===== src/rtl/outpkt_builder.sv =====
// Frames one arbiter item (RESULT / CMP_RESULT / PACKET_DONE) into a 16-bit word stream.
// Optional trailing checksum word when OUTPKT_CHECKSUM_EN is defined.
module outpkt_builder #(
  parameter int PKT_NUM_WORDS = 12,
  parameter int VERSION       = 2,
  parameter int TYPE_W        = 2,
  parameter int HASH_W        = 8,
  parameter int ADDR_W        = $clog2(PKT_NUM_WORDS)
) (
  input  logic              CLK,
  input  logic              RESET,
  input  logic              src_empty,
  input  logic [TYPE_W-1:0] outpkt_type,
  input  logic [15:0]       src_din,
  output logic [ADDR_W-1:0] src_rd_addr,
  input  logic [15:0]       pkt_id,
  input  logic [31:0]       num_processed,
  input  logic [HASH_W-1:0] hash_num,
  output logic              src_rd_en,
  output logic [15:0]       dout,
  output logic              wr_en,
  input  logic              full,
  output logic              err
);
  localparam logic [TYPE_W-1:0] T_RESULT      = TYPE_W'(1);
  localparam logic [TYPE_W-1:0] T_CMP_RESULT  = TYPE_W'(2);
  localparam logic [TYPE_W-1:0] T_PACKET_DONE = TYPE_W'(3);
  localparam int CNT_W = $clog2(PKT_NUM_WORDS + 2);

  typedef enum logic [2:0] {
    S_IDLE, S_HDR0, S_HDR1, S_HDR2, S_BODY,
`ifdef OUTPKT_CHECKSUM_EN
    S_CSUM,
`endif
    S_ACK
  } state_t;

  state_t            state_q, state_d;
  logic [TYPE_W-1:0] typ_q;
  logic [15:0]       id_q;
  logic [31:0]       np_q;
  logic [HASH_W-1:0] hash_q;
  logic [CNT_W-1:0]  idx_q;
  logic [ADDR_W-1:0] rd_addr_q;
  logic              err_q;
  logic              in_known, word_vld, last_word, buf_word;
  logic [15:0]       pay_len, body_word;

  assign in_known = (outpkt_type == T_RESULT) || (outpkt_type == T_CMP_RESULT) ||
                    (outpkt_type == T_PACKET_DONE);

  always_comb begin
    pay_len   = 16'd0;
    body_word = 16'd0;
    buf_word  = 1'b0;
    case (typ_q)
      T_RESULT: begin
        pay_len   = 16'(PKT_NUM_WORDS);
        body_word = src_din;
        buf_word  = 1'b1;
      end
      T_CMP_RESULT: begin
        // hash index leads, buffer words follow
        pay_len   = 16'(PKT_NUM_WORDS + 1);
        body_word = (idx_q == '0) ? 16'(hash_q) : src_din;
        buf_word  = (idx_q != '0);
      end
      T_PACKET_DONE: begin
        pay_len   = 16'd2;
        body_word = (idx_q == '0) ? np_q[15:0] : np_q[31:16];
      end
      default: ;
    endcase
  end

  assign last_word = (16'(idx_q) == pay_len - 16'd1);

`ifdef OUTPKT_CHECKSUM_EN
  logic [15:0] csum_q;
`endif

  // state register
  always_ff @(posedge CLK or posedge RESET) begin
    if (RESET) state_q <= S_IDLE;
    else       state_q <= state_d;
  end

  // next state: every word-emitting state advances only on a transferred word
  always_comb begin
    state_d = state_q;
    case (state_q)
      S_IDLE: if (!src_empty) state_d = in_known ? S_HDR0 : S_ACK;
      S_HDR0: if (wr_en) state_d = S_HDR1;
      S_HDR1: if (wr_en) state_d = S_HDR2;
      S_HDR2: if (wr_en) state_d = S_BODY;
`ifdef OUTPKT_CHECKSUM_EN
      S_BODY: if (wr_en && last_word) state_d = S_CSUM;
      S_CSUM: if (wr_en) state_d = S_ACK;
`else
      S_BODY: if (wr_en && last_word) state_d = S_ACK;
`endif
      S_ACK:  state_d = S_IDLE;
      default: state_d = S_IDLE;
    endcase
  end

  // outputs
  always_comb begin
    word_vld  = 1'b0;
    dout      = 16'd0;
    src_rd_en = 1'b0;
    case (state_q)
      S_HDR0: begin word_vld = 1'b1; dout = {8'(VERSION), 8'(typ_q)}; end
      S_HDR1: begin word_vld = 1'b1; dout = id_q; end
      S_HDR2: begin word_vld = 1'b1; dout = pay_len; end
      S_BODY: begin word_vld = 1'b1; dout = body_word; end
`ifdef OUTPKT_CHECKSUM_EN
      S_CSUM: begin word_vld = 1'b1; dout = ~csum_q; end
`endif
      S_ACK:  src_rd_en = 1'b1;
      default: ;
    endcase
  end

  assign wr_en       = word_vld & ~full;
  assign src_rd_addr = rd_addr_q;
  assign err         = err_q;

  always_ff @(posedge CLK or posedge RESET) begin
    if (RESET) begin
      typ_q     <= '0;
      id_q      <= '0;
      np_q      <= '0;
      hash_q    <= '0;
      idx_q     <= '0;
      rd_addr_q <= '0;
      err_q     <= 1'b0;
    end else begin
      if (state_q == S_IDLE && !src_empty) begin
        typ_q  <= outpkt_type;
        id_q   <= pkt_id;
        np_q   <= num_processed;
        hash_q <= hash_num;
        idx_q  <= '0;
        if (!in_known) err_q <= 1'b1;
      end
      if (state_q == S_BODY && wr_en) begin
        idx_q <= last_word ? '0 : idx_q + CNT_W'(1);
        if (buf_word)
          rd_addr_q <= (rd_addr_q == ADDR_W'(PKT_NUM_WORDS - 1)) ? '0 : rd_addr_q + ADDR_W'(1);
      end
    end
  end

`ifdef OUTPKT_CHECKSUM_EN
  always_ff @(posedge CLK or posedge RESET) begin
    if (RESET)                                    csum_q <= '0;
    else if (state_q == S_IDLE && !src_empty)     csum_q <= '0;
    else if (wr_en && state_q != S_CSUM)          csum_q <= csum_q + dout;
  end
`endif

endmodule


===== config.mk =====
export PLATFORM = sky130hd
export DESIGN_NAME = outpkt_builder
export DESIGN_NICKNAME = d
export VERILOG_FILES = /design/src/rtl/outpkt_builder.sv
export SDC_FILE = /design/constraint.sdc
export NUM_CORES = 1
export LEC_CHECK = 0
export ABC_CLOCK_PERIOD_IN_PS = 6900
export BUFFER_PORTS_ARGS = -buffer_cell sky130_fd_sc_hd__buf_2
export CORE_AREA = 2 2 113 115
export DETAILED_ROUTE_END_ITERATION = 10
export DIE_AREA = 0 0 115 117
export RECOVER_POWER = 100
export SYNTH_ARGS = -nofsm -noshare
export SYNTH_HDL_FRONTEND = slang
export SYNTH_SLANG_ARGS = --single-unit

===== constraint.sdc =====
create_clock -name CLK -period 6.9 [get_ports CLK]
set_input_delay 1.38 -clock CLK [delete_from_list [all_inputs] [get_ports CLK]]
set_output_delay 1.38 -clock CLK [all_outputs]
set_load 0.05 [all_outputs]

==> flow_metrics.tcl, run 1 <==
set metrics [dict create \
    status "finished with violations" \
    violations "max-capacitance violations, max-slew violations" \
    hold_viol 0 \
    crit_slowest_cell "clkbuf_1" \
    area_delta_synth_final_pct 23.7 \
    nets 487 \
    relSlewSlack_pct -154 \
    num_vias 2710 \
    fin_ws_ps 2220 \
    multi_input_area_um2 1690 \
    cts_root_buf "clkbuf_16" \
    ys.flop_type "dfrtp_1" \
    post-place-ws_ps 2970 \
    timing.final.crit_share_pct 67.8 \
    fin_tns_setup_ps 0 \
    cpPeakStageDelay_ps 2420 \
    rows 41 \
    insertion_delay_ps 330 \
    path_class "in2reg" \
    dr.first_iter.drc_count 109 \
    cts_max_level 3 \
    grt_pass1_wl_um 14100 \
    ios 101 \
    first_pass_iters 4 \
    routed_via_density 4.89 \
    cts-resized-gates 0 \
    required_ps 7120 \
    synth_mux_area_share_pct 21.2 \
    final_layout_size_suffix_gt1_share_pct 37.6 \
    port_buffers 100 \
    n_antenna_cell 0 \
    first_global_vias 2679 \
    fmax_ghz 0.214 \
    die_h_um 117 \
    yosysTopAreaCell "dfrtp_1" \
    synthCells 304 \
    synth_cell_types 45 \
    ant_nets 0 \
    clock_skew_ps 5.31 \
    crit_family "buffers and inverters" \
    grt_max_degree 71 \
    path_clk_slew_ps 60 \
    gp_congestion 0.773 \
    power_density_nw_per_um2 463 \
    grt-ovfl-total 0 \
    endpoint_kind "flip-flop" \
    start_util_pct 29.1 \
    wire_per_inst_um 16.2 \
    synth_top_family_by_area "multiplexers" \
    final_common_cell "buf_2" \
    ys_ff_latch 70 \
    maxSlewViolCount 134 \
    n_fill_cell 1250 \
    rsz0062_at_grt "false" \
    p_leak_uw 0.00203 \
    cts.sinks 70 \
    antenna_found_initial 0 \
    synth-async-reset-ratio_pct 100 \
    synthAdderAreaFrac_pct 3.14 \
    vdd_drop_max_uv 180 \
    crit_fanout 62 \
    fin_cells 554 \
    synth-edff-count 0 \
    path_common_cell "clkbuf_1" \
    syn_area_per_cell_um2 11.8 \
    seqCellArea_um2 1750 \
    setup_viol 0 \
    synthSimpleGateAreaFrac_pct 10.4 \
    holdCritPathClass "reg2reg" \
    layout_common_cells "buf_2, dfrtp_1, mux2_2" \
    dieArea_um2 13500 \
    critPathBufInv 2 \
    core-area_um2 12300 \
    totalWireLength_um 8970 \
    arrival_ps 4900 \
    cts_tree "built" \
    worst_setup_path_start_kind "input port" \
    ctsHoldBuffers 0 \
    cap_violations 2 \
    synth_compound_area_share_pct 11.9 \
    drc 0 \
    dp_cells 539 \
    path_cells "clkbuf_1, nor4_4, clkbuf_1, nor2_1, a32o_1" \
    ys_top_cells_by_area "dfrtp_1, mux2_2, nand2_1" \
    ys_seq_area_share_pct 48.9 \
    min_period_ps 4680 \
    ys_warn_count 0 \
    synth_top_cell_area_share_pct 48.9 \
    syn_area_um2 3580 \
    worstMarginPinSlew_ps 3810 \
    grt_usage_pct 14.0 \
    synth_xor_area_share_pct 0.978 \
    cts_buffers 9 \
    hpwl_um 6290 \
    cts_setup_buffers 0 \
    syn_nets 391 \
    fp.dieW_um 115 \
    cts_max_path_buffers 2 \
]
==> per-layer routing <==
| metal | up-vias | GRT usage, % | part of all wire [%] | wire, µm |
|---|---|---|---|---|
| li1 | 1293 | - | - | - |
| met1 | 1332 | 17.0 | 44 | 3950 |
| met2 | 73 | 23.5 | 49 | 4390 |
| met3 | 12 | 4.22 | 5.5 | 496 |
| met4 | 0 | 5.22 | 1.6 | 142 |
| met5 | - | 0 | 0 | 0 |
==> through the flow <==
step / instance area [µm²] / hold WS (ps) / total power [µW] / util (%)
final: 4430 / 463 / 2050 / 36.0
after global routing: 4430 / 502 / 2180 / 36.0
after CTS: 4490 / 466 / 2080 / 36.5
after detailed placement: 4200 / 450 / 1620 / 34.1
after global placement: 4200 / 442 / 1600 / 34.1
after floorplan: 3580 / 458 / 1420 / -
==> cells by family (layout without fill, tap and decap cells) <==
family,Yosys count,count (layout)
DFF,70,70
and+or+nand+nor,70,70
muxes,68,68
AOI/OAI and AO/OA,57,57
buffers and inverters,26,126
adders and majority gates,9,9
xor gates and xnor gates,4,4
==> report_power, final <==
group / total (µW) / switching (µW) / internal [µW] / leakage [µW]
Sequential: 743 / 139 / 603 / 0.000838
Clock: 446 / 165 / 281 / 0.000142
Combinational: 862 / 482 / 380 / 0.00105
==> registers in the layout (all words and copies together) (netlist names) <==
| register | count |
|---|---|
| np_q | 32 |
| err | 1 |
| id_q | 16 |
| typ_q | 2 |
| hash_q | 8 |
| idx_q | 4 |
| state_q | 3 |
| src_rd_addr | 4 |
==> Yosys cell counts (all sizes together) (3+ instances only) <==
cell type and number:
a211o 4, a21o 3, a21oi 13, a221o 8, a222oi 3, buf 11, clkbuf 7, dfrtp 70
ha 9, inv 8, mux2 62, mux2i 6, nand2 36, nand3 4, nor2 8, nor2b 5
o21ai 9, o2bb2ai 5
==> final cells by class <==
type	instances	area share, %
well taps	150	4.24
flip-flops and latches	70	39.5
multi-input cells	208	38.1
repair buffers	103	10.9
inverters	8	0.678
clock buffers	15	6.50
==> worst paths after layout <==
check                                       startpoint                   end  slack [ps]  depth (start not counted)
max in group asynchronous                        RESET  np_q[28]$_DFFE_PP0P_        2230                          3
worst min register to register         err$_DFFE_PP0P_       err$_DFFE_PP0P_         460                          1
worst min-delay path                   err$_DFFE_PP0P_       err$_DFFE_PP0P_         460                          1
worst max register to register  state_q[0]$_DFFE_PP0P_  idx_q[1]$_DFFE_PP0P_        2680                          4
worst max-delay path                         src_empty  idx_q[1]$_DFFE_PP0P_        2220                          5
min in group asynchronous                        RESET   np_q[4]$_DFFE_PP0P_        2530                          3
No activity file was read; power rests on OpenSTA's default activity.
==> run 2, diff against run 1 <==
--- a/config.mk
+++ b/config.mk
@@ -5,7 +5,7 @@
 export SDC_FILE = /design/constraint.sdc
 export NUM_CORES = 1
 export LEC_CHECK = 0
-export ABC_CLOCK_PERIOD_IN_PS = 6900
+export ABC_CLOCK_PERIOD_IN_PS = 4700
 export BUFFER_PORTS_ARGS = -buffer_cell sky130_fd_sc_hd__buf_2
 export CORE_AREA = 2 2 113 115
 export DETAILED_ROUTE_END_ITERATION = 10
==> constraint.sdc (replaced) <==
create_clock -name CLK -period 4.7 [get_ports CLK]
set_input_delay 0.94 -clock CLK [delete_from_list [all_inputs] [get_ports CLK]]
set_output_delay 0.94 -clock CLK [all_outputs]
set_load 0.05 [all_outputs]
==> run 2 against run 1 <==
The run still ends with max-capacitance violations, max-slew violations left; first-iteration DRC count rose by 31%; routed wire length rose by 4.5%; total power rose by 45%; cell count rose by 0.36%; critical path depth rose by 2; via count rose by 2.2%; critical endpoint is now dout[2]; critical path type is now reg2out; sequential cell count did not move; worst setup slack got worse by 1600 ps.
==> flow_metrics.tcl, run 2 (synthesized netlist as in run 1, its figures left out) <==
set metrics [dict create \
    status "finished with violations" \
    violations "max-capacitance violations, max-slew violations" \
    fin_cells 556 \
    num_vias 2769 \
    routed_via_density 4.98 \
    fin_util_pct 35.9 \
    cap_violations 3 \
    grt_usage_pct 14.7 \
    vdd_drop_max_uv 308 \
    grt_pass1_wl_um 14900 \
    maxSlewViolCount 136 \
    cts_max_path_buffers 2 \
    hpwl_um 6710 \
    path_class "reg2out" \
    first_global_vias 2822 \
    area_delta_synth_final_pct 23.5 \
    clock_skew_ps 7.91 \
    largest_reg_flops 32 \
    cts.sinks 70 \
    dr.first_iter.drc_count 143 \
    reg_top3 "np_q x32, id_q x16, hash_q x8" \
    grt_max_degree 63 \
    relSlewSlack_pct -11.7 \
    worst_setup_path_start_kind "flip-flop" \
    fin_tns_setup_ps 0 \
    largest-register "np_q" \
    fp.dieW_um 115 \
    cts_setup_buffers 0 \
    worstMarginPinSlew_ps 1670 \
    final_common_cell "buf_2" \
    final_layout_size_suffix_gt1_share_pct 38.7 \
    hold_viol 0 \
    endpoint_kind "output port" \
    gp_congestion 0.774 \
    first_pass_iters 5 \
    nets 488 \
    port_buffers 100 \
    die_h_um 117 \
    ios 101 \
    fmax_ghz 0.246 \
    cts_root_buf "clkbuf_16" \
    n_antenna_cell 0 \
    timing.final.crit_share_pct 86.3 \
    p_leak_uw 0.00204 \
    drc 0 \
    rsz0062_at_grt "false" \
    core-area_um2 12300 \
    ant_nets 0 \
    min_period_ps 4060 \
    crit_fanout 13 \
    cts-resized-gates 0 \
    dieArea_um2 13500 \
    totalWireLength_um 9380 \
    ctsHoldBuffers 0 \
    arrival_ps 3120 \
    insertion_delay_ps 330 \
    holdCritPathClass "reg2reg" \
    antenna_found_initial 0 \
    setup_viol 0 \
    dp_cells 540 \
    layout_common_cells "buf_2, dfrtp_1, mux2_2" \
    grt-ovfl-total 0 \
    cts_tree "built" \
    path_clk_slew_ps 50 \
    cts_buffers 9 \
    power_density_nw_per_um2 672 \
    required_ps 3760 \
    cts_max_level 3 \
    wire_per_inst_um 16.9 \
    n_fill_cell 1256 \
    start_util_pct 29.1 \
    rows 41 \
]
[run 2: cell count changes in the layout (fill, tap and decap cells not counted), sizes merged]
cell / delta
buf: +3
clkbuf: -5
clkinv: +3
clkinvlp: +1
[run 2: layer usage]
metal	part of all wire [%]	vias up	global-route usage (%)	wire, µm
met5	0	-	0	0
met4	1.8	0	5.62	165
met3	6.2	14	4.69	586
met2	50	96	24.9	4670
met1	42	1354	17.6	3950
li1	-	1305	-	-
[run 2: per-stage QoR]
step	hold slack, ps	power (µW)	setup slack [ps]	cell area (µm²)
after detailed placement	444	2400	1190	4210
final	456	2970	642	4420
after CTS	458	3030	805	4480
after global placement	440	2360	1270	4210
after floorplan	458	2080	1730	3580
after global routing	481	3170	293	4420
[run 2: layout make-up]
| type | instances | area, µm² | share of cell area (%) |
|---|---|---|---|
| clock buffers | 12 | 246 | 5.57 |
| clock inverters | 4 | 22.5 | 0.509 |
| inverters | 8 | 30.0 | 0.679 |
| multi-input cells | 208 | 1690 | 38.2 |
| flip-flops and latches | 70 | 1750 | 39.6 |
| well taps | 150 | 188 | 4.24 |
| repair buffers | 104 | 495 | 11.2 |
[run 2: worst paths after layout]
check                                       startpoint                    endpoint  slack [ps]  cells past startpoint
worst max-delay path              typ_q[0]$_DFFE_PP0P_                     dout[2]         640                      7
worst min-delay path                   err$_DFFE_PP0P_             err$_DFFE_PP0P_         460                      1
worst max register to register  state_q[0]$_DFFE_PP0P_  src_rd_addr[3]$_DFFE_PP0P_        1850                      4
worst min register to register         err$_DFFE_PP0P_             err$_DFFE_PP0P_         460                      1
max in group asynchronous                        RESET         np_q[4]$_DFFE_PP0P_        1310                      3
min in group asynchronous                        RESET       hash_q[4]$_DFFE_PP0P_        1100                      2
[run 2: power by group]
| part | internal [µW] | leakage (µW) | switching, µW |
|---|---|---|---|
| registers | 885 | 0.000838 | 215 |
| clock network | 369 | 0.000132 | 248 |
| logic | 548 | 0.00107 | 708 |
| total | 1800 | 0.00204 | 1170 |
[run 2: critical path: stages (launching register included)]
cell and delay, ps:
dfrtp_1 450, inv_1 130, ha_1 210, nor4b_1 520, nand2_1 510, a21oi_1 360
a211o_1 140, clkbuf_1 470
